--- config.mk ---
export PLATFORM = sky130hd
export DESIGN_NAME = ps2_scancode_fifo
export DESIGN_NICKNAME = d
export VERILOG_FILES = /design/src/rtl/ps2_scancode_fifo.sv
export SDC_FILE = /design/constraint.sdc
export NUM_CORES = 1
export LEC_CHECK = 0
export BUFFER_PORTS_ARGS = -buffer_cell sky130_fd_sc_hd__buf_2
export CAP_MARGIN = 20
export CELL_PAD_IN_SITES_DETAIL_PLACEMENT = 1
export CELL_PAD_IN_SITES_GLOBAL_PLACEMENT = 1
export CORE_UTILIZATION = 37
export CTS_CLUSTER_SIZE = 24
export DETAILED_ROUTE_END_ITERATION = 10
export HOLD_SLACK_MARGIN = 0.08
export PLACE_DENSITY_LB_ADDON = 0.1
export SLEW_MARGIN = 10
export SYNTH_ARGS = -nofsm -noshare
export SYNTH_HDL_FRONTEND = slang
export SYNTH_SLANG_ARGS = --single-unit
--- constraint.sdc ---
create_clock -name clk_in -period 2.3 [get_ports clk_in]
set_clock_uncertainty 0.1 [all_clocks]
set_input_delay 0.115 -clock clk_in [delete_from_list [all_inputs] [get_ports clk_in]]
set_output_delay 0.115 -clock clk_in [all_outputs]
set_load 0.02 [all_outputs]
--- src/rtl/ps2_scancode_fifo.sv ---
// ---------------------------------------------------------------------------
// ps2_scancode_fifo
//
// PS/2 keyboard receiver that runs entirely on the system clock. It
// oversamples the raw PS/2 clock and data pins and deframes 11-bit frames.
// Each frame has a start bit, 8 data bits sent LSB first, odd parity and a
// stop bit. E0 and F0 prefix bytes are folded into "extended" and "release"
// flags. The resulting key events are queued in a first-word-fall-through
// FIFO that the consumer pops with a valid/ready handshake.
//
// Ports
//   clk_in        : system clock, all logic on the rising edge
//   rst_in        : asynchronous, active-high reset
//   ps2_clk_in    : raw PS/2 clock pin (asynchronous to clk_in)
//   ps2_data_in   : raw PS/2 data pin (asynchronous to clk_in)
//   ready_in      : consumer accepts the head entry this cycle
//   valid_out     : FIFO non-empty; head entry shown on code/flag outputs
//   code_out      : head scancode with prefixes stripped (0 when empty)
//   release_out   : head entry was preceded by F0 (key up)
//   extended_out  : head entry was preceded by E0
//   count_out     : number of entries held
//   overflow_out  : sticky, an event was dropped because the FIFO was full
//   frame_err_out : one-cycle pulse on parity, stop-bit or timeout error
// ---------------------------------------------------------------------------
module ps2_scancode_fifo #(
    parameter int DEPTH          = 8,
    parameter int SYNC_STAGES    = 2,
    parameter int TIMEOUT_CYCLES = 200000
) (
    input  logic                         clk_in,
    input  logic                         rst_in,
    input  logic                         ps2_clk_in,
    input  logic                         ps2_data_in,
    input  logic                         ready_in,
    output logic                         valid_out,
    output logic [7:0]                   code_out,
    output logic                         release_out,
    output logic                         extended_out,
    output logic [$clog2(DEPTH+1)-1:0]   count_out,
    output logic                         overflow_out,
    output logic                         frame_err_out
);

    localparam int CW = $clog2(DEPTH + 1);
    localparam int AW = $clog2(DEPTH);
    localparam int TW = $clog2(TIMEOUT_CYCLES + 1);

    typedef enum logic [1:0] {
        ST_IDLE,
        ST_DATA,
        ST_PARITY,
        ST_STOP
    } frameState_e;

    // Pin synchronisers and edge detection
    logic [SYNC_STAGES-1:0] clkSync_q;
    logic [SYNC_STAGES-1:0] dataSync_q;
    logic                   clkPrev_q;
    logic                   ps2Clk;
    logic                   ps2Data;
    logic                   ps2Edge;

    // Frame deserialiser
    frameState_e state_q;
    frameState_e state_d;
    logic [2:0]  bitCnt_q;
    logic [7:0]  shift_q;
    logic        parity_q;
    logic [TW-1:0] toCnt_q;
    logic        timeoutHit;
    logic        frameGood;
    logic        byteDone_d;
    logic        byteDone_q;
    logic        frameErr_d;
    logic        frameErr_q;

    // Prefix folding
    logic        extPend_q;
    logic        brkPend_q;
    logic        pushValid_q;
    logic [9:0]  pushData_q;

    // FIFO storage, entry layout is {extended, release, code}
    logic [9:0]    mem_q [DEPTH];
    logic [AW-1:0] wrPtr_q;
    logic [AW-1:0] rdPtr_q;
    logic [CW-1:0] count_q;
    logic          overflow_q;
    logic          fifoFull;
    logic          fifoPop;
    logic          fifoWrite;
    logic [9:0]    headEntry;

    // Both pins idle high, so the synchronisers reset to 1. This keeps a
    // falling edge from appearing just because reset was released.
    always_ff @(posedge clk_in or posedge rst_in) begin
        if (rst_in) begin
            clkSync_q  <= '1;
            dataSync_q <= '1;
            clkPrev_q  <= 1'b1;
        end else begin
            clkSync_q  <= {clkSync_q[SYNC_STAGES-2:0], ps2_clk_in};
            dataSync_q <= {dataSync_q[SYNC_STAGES-2:0], ps2_data_in};
            clkPrev_q  <= ps2Clk;
        end
    end

    assign ps2Clk  = clkSync_q[SYNC_STAGES-1];
    assign ps2Data = dataSync_q[SYNC_STAGES-1];
    assign ps2Edge = clkPrev_q & ~ps2Clk;

    // A timeout only fires in a cycle without a PS/2 edge. This keeps it
    // from colliding with a stop-bit decision in the same cycle.
    assign timeoutHit = (state_q != ST_IDLE) && !ps2Edge &&
                        (toCnt_q == TW'(TIMEOUT_CYCLES - 1));

    // Odd parity over data and parity bit, and the stop bit must be high.
    assign frameGood = (^{shift_q, parity_q}) & ps2Data;

    // Frame state register
    always_ff @(posedge clk_in or posedge rst_in) begin
        if (rst_in) begin
            state_q <= ST_IDLE;
        end else begin
            state_q <= state_d;
        end
    end

    // Next-state logic. It advances only on PS/2 falling edges. A high data
    // bit seen in IDLE is treated as a glitch and ignored.
    always_comb begin
        state_d = state_q;
        if (timeoutHit) begin
            state_d = ST_IDLE;
        end else if (ps2Edge) begin
            unique case (state_q)
                ST_IDLE:   if (!ps2Data) state_d = ST_DATA;
                ST_DATA:   if (bitCnt_q == 3'd7) state_d = ST_PARITY;
                ST_PARITY: state_d = ST_STOP;
                ST_STOP:   state_d = ST_IDLE;
                default:   state_d = ST_IDLE;
            endcase
        end
    end

    // Frame outputs. The stop-bit edge either completes a good byte or
    // flags an error, and a timeout is also reported as a frame error.
    always_comb begin
        byteDone_d = 1'b0;
        frameErr_d = timeoutHit;
        if (ps2Edge && (state_q == ST_STOP)) begin
            if (frameGood) begin
                byteDone_d = 1'b1;
            end else begin
                frameErr_d = 1'b1;
            end
        end
    end

    // Shift register, bit counter, parity capture and timeout counter. The
    // timeout counter measures idle time since the last PS/2 edge while a
    // frame is in progress.
    always_ff @(posedge clk_in or posedge rst_in) begin
        if (rst_in) begin
            bitCnt_q   <= '0;
            shift_q    <= '0;
            parity_q   <= 1'b0;
            toCnt_q    <= '0;
            byteDone_q <= 1'b0;
            frameErr_q <= 1'b0;
        end else begin
            byteDone_q <= byteDone_d;
            frameErr_q <= frameErr_d;
            if (ps2Edge || (state_q == ST_IDLE) || timeoutHit) begin
                toCnt_q <= '0;
            end else begin
                toCnt_q <= toCnt_q + TW'(1);
            end
            if (ps2Edge) begin
                unique case (state_q)
                    ST_IDLE: bitCnt_q <= '0;
                    ST_DATA: begin
                        shift_q  <= {ps2Data, shift_q[7:1]};
                        bitCnt_q <= bitCnt_q + 3'd1;
                    end
                    ST_PARITY: parity_q <= ps2Data;
                    default: ;
                endcase
            end
        end
    end

    // Prefix folding. E0 and F0 only set pending flags. Any other byte is
    // pushed along with the pending flags, which are then cleared. A timeout
    // abandons a partially received key sequence, so it drops the pending
    // flags.
    always_ff @(posedge clk_in or posedge rst_in) begin
        if (rst_in) begin
            extPend_q   <= 1'b0;
            brkPend_q   <= 1'b0;
            pushValid_q <= 1'b0;
            pushData_q  <= '0;
        end else begin
            pushValid_q <= 1'b0;
            if (timeoutHit) begin
                extPend_q <= 1'b0;
                brkPend_q <= 1'b0;
            end else if (byteDone_q) begin
                if (shift_q == 8'hE0) begin
                    extPend_q <= 1'b1;
                end else if (shift_q == 8'hF0) begin
                    brkPend_q <= 1'b1;
                end else begin
                    pushValid_q <= 1'b1;
                    pushData_q  <= {extPend_q, brkPend_q, shift_q};
                    extPend_q   <= 1'b0;
                    brkPend_q   <= 1'b0;
                end
            end
        end
    end

    // A push into a full FIFO still succeeds if the head is popped in the
    // same cycle. Otherwise the entry is lost and overflow is latched.
    assign fifoFull  = (count_q == CW'(DEPTH));
    assign fifoPop   = valid_out & ready_in;
    assign fifoWrite = pushValid_q & (~fifoFull | fifoPop);

    // FIFO storage needs no reset because outputs are masked while empty.
    always_ff @(posedge clk_in) begin
        if (fifoWrite) begin
            mem_q[wrPtr_q] <= pushData_q;
        end
    end

    // FIFO pointers, occupancy and sticky overflow. The pointers wrap
    // naturally because DEPTH is a power of two.
    always_ff @(posedge clk_in or posedge rst_in) begin
        if (rst_in) begin
            wrPtr_q    <= '0;
            rdPtr_q    <= '0;
            count_q    <= '0;
            overflow_q <= 1'b0;
        end else begin
            if (fifoWrite) wrPtr_q <= wrPtr_q + AW'(1);
            if (fifoPop)   rdPtr_q <= rdPtr_q + AW'(1);
            unique case ({fifoWrite, fifoPop})
                2'b10:   count_q <= count_q + CW'(1);
                2'b01:   count_q <= count_q - CW'(1);
                default: count_q <= count_q;
            endcase
            if (pushValid_q && fifoFull && !fifoPop) begin
                overflow_q <= 1'b1;
            end
        end
    end

    assign headEntry     = mem_q[rdPtr_q];
    assign valid_out     = (count_q != '0);
    assign code_out      = valid_out ? headEntry[7:0] : 8'h00;
    assign release_out   = valid_out & headEntry[8];
    assign extended_out  = valid_out & headEntry[9];
    assign count_out     = count_q;
    assign overflow_out  = overflow_q;
    assign frame_err_out = frameErr_q;

endmodule

# [Word-level counts from Yosys, hierarchy flattened]
# Memories as Yosys holds them, arrays and structs flattened.
# Index checks and enable logic that the tools add are counted.
[word_totals] register_bits=63 ramBits=80 output_inout_bits=17 word_cells=102 n_memories=1
[op_classes] n_addsub=6 eq_ne=14 n_mux=27 n_bitwise=12 reduce_logical=24
[memory_table] name="mem_q" words=8 width=10 read_ports=1 rd_clocked_by_memory_dff=0 write_ports=1 line="84" rtl="logic [9:0] mem_q [DEPTH];"
[op_table] operator="$add 18x1->18 const B" n=1
[op_table] operator="$eq 18x18->1 const B" n=1
[op_table] operator="$mux 1" n=18
[op_table] operator="$mux 18" n=1
[op_table] operator="$eq 8x8->1 const B" n=2
[op_table] operator="$reduce_and 2->1" n=5
[op_table] operator="$reduce_bool 2->1" n=5
[op_table] operator="$add 3x1->3 const B" n=3
[op_table] operator="$ne 3x3->1 const B" n=3
[op_table] operator="$reduce_xor 9->1" n=1
[op_table] operator="$mux 2" n=4
[op_table] operator="$mux 8" n=1
[op_table] operator="$pmux 2 s4" n=1
[op_table] operator="$pmux 4 s2" n=1
[op_table] operator="$and 1x1->1" n=6
[op_table] operator="$eq 2x2->1 const B" n=3
[op_table] operator="$pmux 3 s2" n=1
[op_table] operator="$logic_and 1x1->1" n=5
[op_table] operator="$not 1->1" n=5
[op_table] operator="$add 4x1->4 const B" n=1
[op_table] operator="$eq 2x1->1 const B" n=2
[op_table] operator="$eq 4x4->1 const B" n=1
[op_table] operator="$reduce_and 4->1" n=1
[op_table] operator="$reduce_bool 4->1" n=1
[op_table] operator="other kinds (8)" n=10

# [Logic depth before layout (Yosys ltp)]
# Gate-level depths: netlist (run 1).
[logic_depth] depth_word=7 ltp_mapped=12 mapped_depth_nobuf=11

# [Worst setup path after synthesis (run 1)]
# OpenSTA, ideal clock, no wires.
[synth_timing] path_kind="register to register" from="reg count_q[1] (netlist: count_out[1])" to="reg count_q[2] (netlist: count_out[2])" setup_time_ns=0.135 arrival_ns=2.272 setup_slack_ns=-0.207 path_stages_with_launch=11 n_path_buf=1 cell_sequence="dfrtp_1 clkbuf_1 nor4_1 nor2b_1 ha_1 xor2_1 ha_1 a21oi_1 xor2_1 nor2_1 xor2_1"
[synth_between] elab_chain_cells=6 word_cells_on_any_way=12 classes_between="add/sub (2); eq/ne (3); mux (1); bitwise (4); reduce/logical (2)"
[synth_lines] element="start, declared" line="87" rtl="logic [CW-1:0] count_q;"
[synth_lines] element="start signal, assigned" line="248" rtl="2'b10: count_q <= count_q + CW'(1);"
[synth_lines] element="start signal, assigned" line="249" rtl="2'b01: count_q <= count_q - CW'(1);"
[synth_lines] element="start signal, assigned" line="250" rtl="default: count_q <= count_q;"
[synth_lines] element="$reduce_bool 4->1 (*)" line="259" rtl="assign valid_out = (count_q != '0);"
[synth_lines] element="$and 1x1->1 (*)" line="226" rtl="assign fifoPop = valid_out & ready_in;"
[synth_lines] element="named net fifoPop" line="90" rtl="logic fifoPop;"
[synth_lines] element="$or 1x1->1" line="227" rtl="assign fifoWrite = pushValid_q & (~fifoFull | fifoPop);"
[synth_lines] element="$and 1x1->1" line="227"
[synth_lines] element="$eq 2x1->1 / $eq 2x2->1 (equally long branches)" line="247" rtl="unique case ({fifoWrite, fifoPop})"
[synth_lines] element="$pmux 4 s2 / $reduce_bool 2->1 (equally long branches)"
# The timed path passes the listed nets; every way through them passes the cells marked *.
# A chain may end at the register's enable or synchronous reset.

# [Final worst setup path (run 1)]
[layout_timing] from="reg rdPtr_q[0]" to="out code_out[0]"
[layout_between] elab_chain_cells=2
[layout_lines] element="start, declared" line="86" rtl="logic [AW-1:0] rdPtr_q;"
[layout_lines] element="start signal, assigned" line="246" rtl="if (fifoPop) rdPtr_q <= rdPtr_q + AW'(1);"
[layout_lines] element="$mem_v2 8x10"
[layout_lines] element="$mux 8" line="260" rtl="assign code_out = valid_out ? headEntry[7:0] : 8'h00;"
[layout_lines] element="end, declared" line="36" rtl="output logic [7:0] code_out,"
# No other way between the ends.

==> results of run 1 <==
## state kept, by name (all words and copies together), names as in the netlist, 3 cells and up
| register | count |
|---|---|
| bitCnt_q | 3 |
| pushData_q | 10 |
| count_out | 4 |
| wrPtr_q | 3 |
| shift_q | 8 |
| mem_q | 80 |
| toCnt_q | 18 |
| rdPtr_q | 3 |
## worst max-delay path, stage by stage (launching register included)
cell and delay (ns):
dfrtp_1 0.37, buf_12 0.22, mux4_2 0.55, mux2i_1 0.18, nor2_1 0.06, buf_2 0.16
## logic make-up after synthesis
group                      Yosys count  synth area share [%]
AOI/OAI and AO/OA                   30                  3.27
xor gates and xnor gates            26                  4.04
adders and majority gates           13                  2.72
buffers and inverters               21                  1.51
DFF                                143                  66.7
muxes                               49                  13.3
and+or+nand+nor                    102                  8.52
## how the worst max path moves through the flow
stage | startpoint | to | slack (ns) | depth (start not counted)
after detailed placement | count_out[0] | count_out[2] | 0.04 | 10
final | rdPtr_q[0] | code_out[0] | 0.13 | 5
after global routing | count_out[0] | count_out[2] | -0.02 | 11
after global placement | count_out[0] | count_out[2] | 0.08 | 11
after CTS | count_out[0] | count_out[2] | 0.01 | 11
after floorplan | count_out[1] | count_out[2] | -0.09 | 12
## layer usage
metal / routed length, um / vias to the layer above
met5: 0 / -
li1: - / 1537
met2: 5870 / 34
met4: 195 / 0
met3: 296 / 17
met1: 5340 / 1665
## final cells by class
cell class | instances | area share, %
Sequential cell | 143 | 55.8
Multi-Input combinational cell | 220 | 27.4
Clock buffer | 19 | 6.06
Timing Repair Buffer | 50 | 4.84
Tap cell | 216 | 3.78
Clock inverter | 13 | 1.63
Inverter | 10 | 0.526
## power by group through the flow
stage / sequential (mW) / clock, mW / combinational, mW
2_1_floorplan: 3.33 / 0 / 1.61
3_3_place_gp: 3.33 / 0 / 2.27
3_5_place_dp: 3.36 / 0 / 2.33
4_1_cts: 3.31 / 2.60 / 2.35
5_1_grt: 3.35 / 2.72 / 2.57
6_report: 3.30 / 2.54 / 2.33
## placed cells by master (no fill, tap or decap), drive strengths merged, types with 12 or more instances in the layout
cell / n
clkbuf: 19
mux4: 20
edfxtp: 80
nor2: 37
inv: 12
ha: 13
dfrtp: 58
xor2: 15
mux2: 19
buf: 46
nand2: 26
## timing repair
item,4_1_cts,5_1_grt
gates resized for setup,0,7
setup buffers,0,1
setup endpoints to repair,0,2
endpoints found under the hold margin,66,0
hold buffers,4,0
==> flow_summary_export.csv, run 1 <==
group,metric,value,unit
pwr,swShare,31.2,%
placed_design,pre_cts_ws,0.0399,ns
cells_and_area,synthToLayoutAreaGrowth,19.5,%
sta,timing.fmax,461,MHz
pwr,p_total,8.17,mW
clocking,cts_max_level,4,
synth,ys_ff_latch,143,
synth,synth-seq-area-share,66.7,%
global_routing,grt_use_met3,3.63,%
synth,ys_types,44,
pwr,cellLeakagePower,2.82,nW
synth,async_reset_ff_share,44.1,%
detailed_routing,drtIter0Drc,176,
sta,fin_tns_setup,0,ns
placed_design,dp_cells,634,
synth,synth_area_leaders,"edfxtp_1 (40%), dfrtp_1 (24%), mux4_2 (7.5%)",
pwr,internal_power,5.62,mW
clocking,clk_path_buf_depth,2,
sta,finalWorstSetupSlack,0.132,ns
synth,ys_warn_count,0,
global_routing,antenna_found_initial,0,
synth,syn_area,5980,um^2
cells_and_area,antenna_cells,0,
synth,synth_common_cells,"edfxtp_1 (80), dfrtp_1 (58), nor2_1 (36)",
detailed_routing,route.detailed.drc,0,
detailed_routing,first_pass_iters,4,
placed_design,hpwl,7.84,mm
run,maxCapViolCount,0,
pwr,p_per_area,1140,nW/um^2
pwr,combPwrFrac,28.5,%
critical_path,r2r_start,"count_out[1]",
floorplanning,die_h,129,um
critical_path,reg2reg_setup_slack,0.13,ns
pwr,ir_worst_vdd,541,uV
global_routing,top_usage_layer,"met2",
sta,setup_viol,0,
cells_and_area,final_area,7140,um^2
clocking,cts_num_sinks,143,
critical_path,cp.arrival,1.95,ns
synth,syn_inst,384,
pwr,power_frac_clock,31.1,%
cells_and_area,utilization,45.1,%
detailed_routing,vias,3253,
global_routing,use_met2,26.5,%
global_routing,grt_max_degree,34,
global_routing,grt_pass1_vias,3579,
floorplanning,rows,46,
sta,max_slew_margin,37.8,%
pwr,seqPwrFrac,40.4,%
critical_path,worstSetupPathType,"flop to output pin",
cells_and_area,multi_input_area,1950,um^2
placed_design,io_buffers,21,
floorplanning,die_w,129,um
detailed_routing,wire_per_inst,17.4,um
clocking,cts_tree,"done",
cells_and_area,stdcell_count,671,
floorplanning,core_area,15800,um^2
synth,synth_top_area_share,40.2,%
synth,syn_avg_cell_area,15.6,um^2
cells_and_area,fin_nets,460,
critical_path,r2r_cells,10,
detailed_routing,via_per_inst,4.85,
clocking,insertion_delay,0.42,ns
global_routing,gr-total-overflow,0,
floorplanning,io_pins,22,
detailed_routing,routed_wirelength,11.7,mm
min_path,hold_path_class,"primary input to asynchronous set/reset pin",
global_routing,grt_use_met1,19.8,%
clocking,path_clk_slew,0.06,ns
detailed_routing,ant_nets,0,
clocking,cts_root_buf,"clkbuf_16",
sta,rsz0062_at_grt,"yes",
sta,slew_viol_final,0,
placed_design,placed_cell_area,6510,um^2
floorplanning,start_util,37.8,%
sta,hold_slack,0.237,ns
floorplanning,dieArea,16700,um^2
synth,synth_nets,402,
outcome,status,"finished, final reports clean",
synth,synthFlopType,"edfxtp_1",
global_routing,grt_pass1_wl,19.3,mm
critical_path,cp-start-kind,"flop",
synth,synth.most_common_cell,"edfxtp_1",
synth,synth_edf_count,80,
critical_path,required,2.09,ns
synth,synth_area_leader_cell,"edfxtp_1",
placed_design,gp_congestion,0.784,
critical_path,critical_path.max_fanout,22,
cells_and_area,seq_area,3990,um^2
sta,hold_viol,0,
sta,period_minus_slack,2.17,ns
critical_path,endpoint_kind,"output pin",
cells_and_area,drive_above_1_share,29.2,%
sta,period_share,94.3,%
sta,tightestPinTransition,0.928,ns
critical_path,timing.rr.end,"count_out[2]",
global_routing,grt_util_all_layers,15.9,%
pwr,switchingPower,2.55,mW
clocking,cts_buffers,17,
cells_and_area,fillers,1580,
Note: power is estimated with default switching activity, not from simulation.
==> run 2, diff against run 1 <==
- PLACE_DENSITY_LB_ADDON: 0.1 -> 0.05
==> flow_summary_export.csv, run 2 (synthesis gave the netlist of run 1 again) <==
group,metric,value,unit
outcome,status,"finished, final reports clean",
global_routing,grt_pass1_vias,3411,
detailed_routing,route.detailed.drc,0,
cells_and_area,top_register,"mem_q",
detailed_routing,ant_nets,0,
placed_design,io_buffers,21,
clocking,cts_root_buf,"clkbuf_16",
placed_design,dp_cells,633,
sta,rsz0062_at_grt,"yes",
floorplanning,die_w,129,um
sta,period_minus_slack,2.18,ns
sta,setup_viol,0,
sta,tightestPinTransition,0.986,ns
sta,hold_viol,0,
run,maxCapViolCount,0,
floorplanning,io_pins,22,
detailed_routing,wire_per_inst,17.3,um
floorplanning,core_area,15800,um^2
critical_path,critical_path.max_fanout,22,
cells_and_area,final_cell_mix,"edfxtp_1 (80), dfrtp_1 (58), nor2_1 (36)",
detailed_routing,routed_wirelength,11.7,mm
critical_path,worstSetupPathType,"flop to output pin",
global_routing,grt_max_degree,64,
placed_design,gp_congestion,0.711,
clocking,clk_path_buf_depth,2,
placed_design,pre_cts_ws,-0.0149,ns
detailed_routing,first_pass_iters,4,
min_path,hold_path_class,"primary input to asynchronous set/reset pin",
global_routing,gr-total-overflow,0,
floorplanning,dieArea,16700,um^2
cells_and_area,synthToLayoutAreaGrowth,22.1,%
pwr,p_per_area,1180,nW/um^2
detailed_routing,via_per_inst,4.91,
sta,max_slew_margin,33.9,%
pwr,p_total,8.61,mW
floorplanning,start_util,37.8,%
cells_and_area,utilization,46.1,%
critical_path,required,2.09,ns
cells_and_area,reg_top3,"mem_q: 80 flops, toCnt_q: 18 flops, pushData_q: 10 flops",
critical_path,endpoint_kind,"output pin",
floorplanning,rows,46,
global_routing,grt_pass1_wl,18.5,mm
pwr,ir_worst_vdd,703,uV
critical_path,slowest_delay,0.54,ns
placed_design,placed_cell_area,6530,um^2
cells_and_area,antenna_cells,0,
clocking,insertion_delay,0.42,ns
sta,finalWorstSetupSlack,0.119,ns
clocking,path_clk_slew,0.06,ns
clocking,cts_tree,"done",
pwr,cellLeakagePower,2.89,nW
global_routing,grt_util_all_layers,15.5,%
floorplanning,die_h,129,um
cells_and_area,largest_reg_flops,80,
cells_and_area,final_common_cell,"edfxtp_1",
cells_and_area,final_area,7300,um^2
cells_and_area,fin_nets,465,
critical_path,cp.arrival,1.97,ns
cells_and_area,stdcell_count,676,
detailed_routing,vias,3322,
sta,slew_viol_final,0,
cells_and_area,drive_above_1_share,31.3,%
critical_path,cp_cell_sequence,"buf_12 -> mux4_2 -> mux2i_1 -> nor2_1 -> buf_2",
global_routing,antenna_found_initial,0,
sta,timing.fmax,459,MHz
sta,period_share,94.8,%
critical_path,cp_slowest_cell,"mux4_2",
critical_path,cp-start-kind,"flop",
detailed_routing,drtIter0Drc,172,
placed_design,hpwl,7.36,mm
sta,hold_slack,0.209,ns
clocking,cts_buffers,17,
clocking,cts_num_sinks,143,
clocking,cts_max_level,4,
sta,fin_tns_setup,0,ns
==> run 2: changes by cell type in the layout (fill, tap and decap cells not counted), moves of 2 or more <==
cell / delta
buf_12: +2
buf_4: +2
bufinv_16: +2
clkbuf_1: -2
clkinv_2: -2
clkinv_4: -2
inv_6: +2
==> run 2: power breakdown <==
| group | total (mW) | internal, mW | switching (mW) |
|---|---|---|---|
| logic | 2.43 | 1.20 | 1.23 |
| registers | 3.30 | 3.01 | 0.292 |
| clock network | 2.88 | 1.76 | 1.12 |
| total | 8.61 | 5.97 | 2.64 |
==> run 2: area by class of cell <==
cell class              count  area (um^2)
clock inverters            14          181
fillers                  1587         8530
inverters                  10         40.0
flip-flops and latches    143         3990
clock buffers              18          439
repair buffers             55          412
multi-input cells         220         1970
well taps                 216          270
==> run 2: metal layers <==
layer / global-route usage, % / vias to the layer above / wire length, um
met5: 0 / - / 0
met4: 6.85 / 0 / 190
met3: 4.00 / 14 / 273
met2: 26.0 / 32 / 5920
met1: 19.0 / 1727 / 5340
li1: - / 1549 / -
==> run 2: worst max-delay path, delay by kind of cell (launching register included) <==
kind	cells	cell delay (ns)
simple gates	1	0.06
flops	1	0.38
mux	2	0.72
buf+inv	2	0.39
==> run 2: repair_timing <==
action	4_1_cts	5_1_grt
endpoints found under the setup margin	1	23
hold endpoints to repair	66	0
hold buffers	4	0
gates resized for setup	3	9
pin swaps	0	7
buffers inserted	0	6
==> run 2: path summary, 6_finish.rpt <==
check,depth (start not counted),from,end,slack [ns]
setup / recovery,5,rdPtr_q[0],code_out[7],0.12
max in group asynchronous,4,rst_in,dataSync_q[1],1.55
hold / removal,4,rst_in,count_out[3],0.21
min in group clk_in,2,ps2_data_in,dataSync_q[0],0.24
setup reg to reg,10,count_out[1],count_out[2],0.14
hold reg to reg,0,clkSync_q[0],clkSync_q[1],0.26
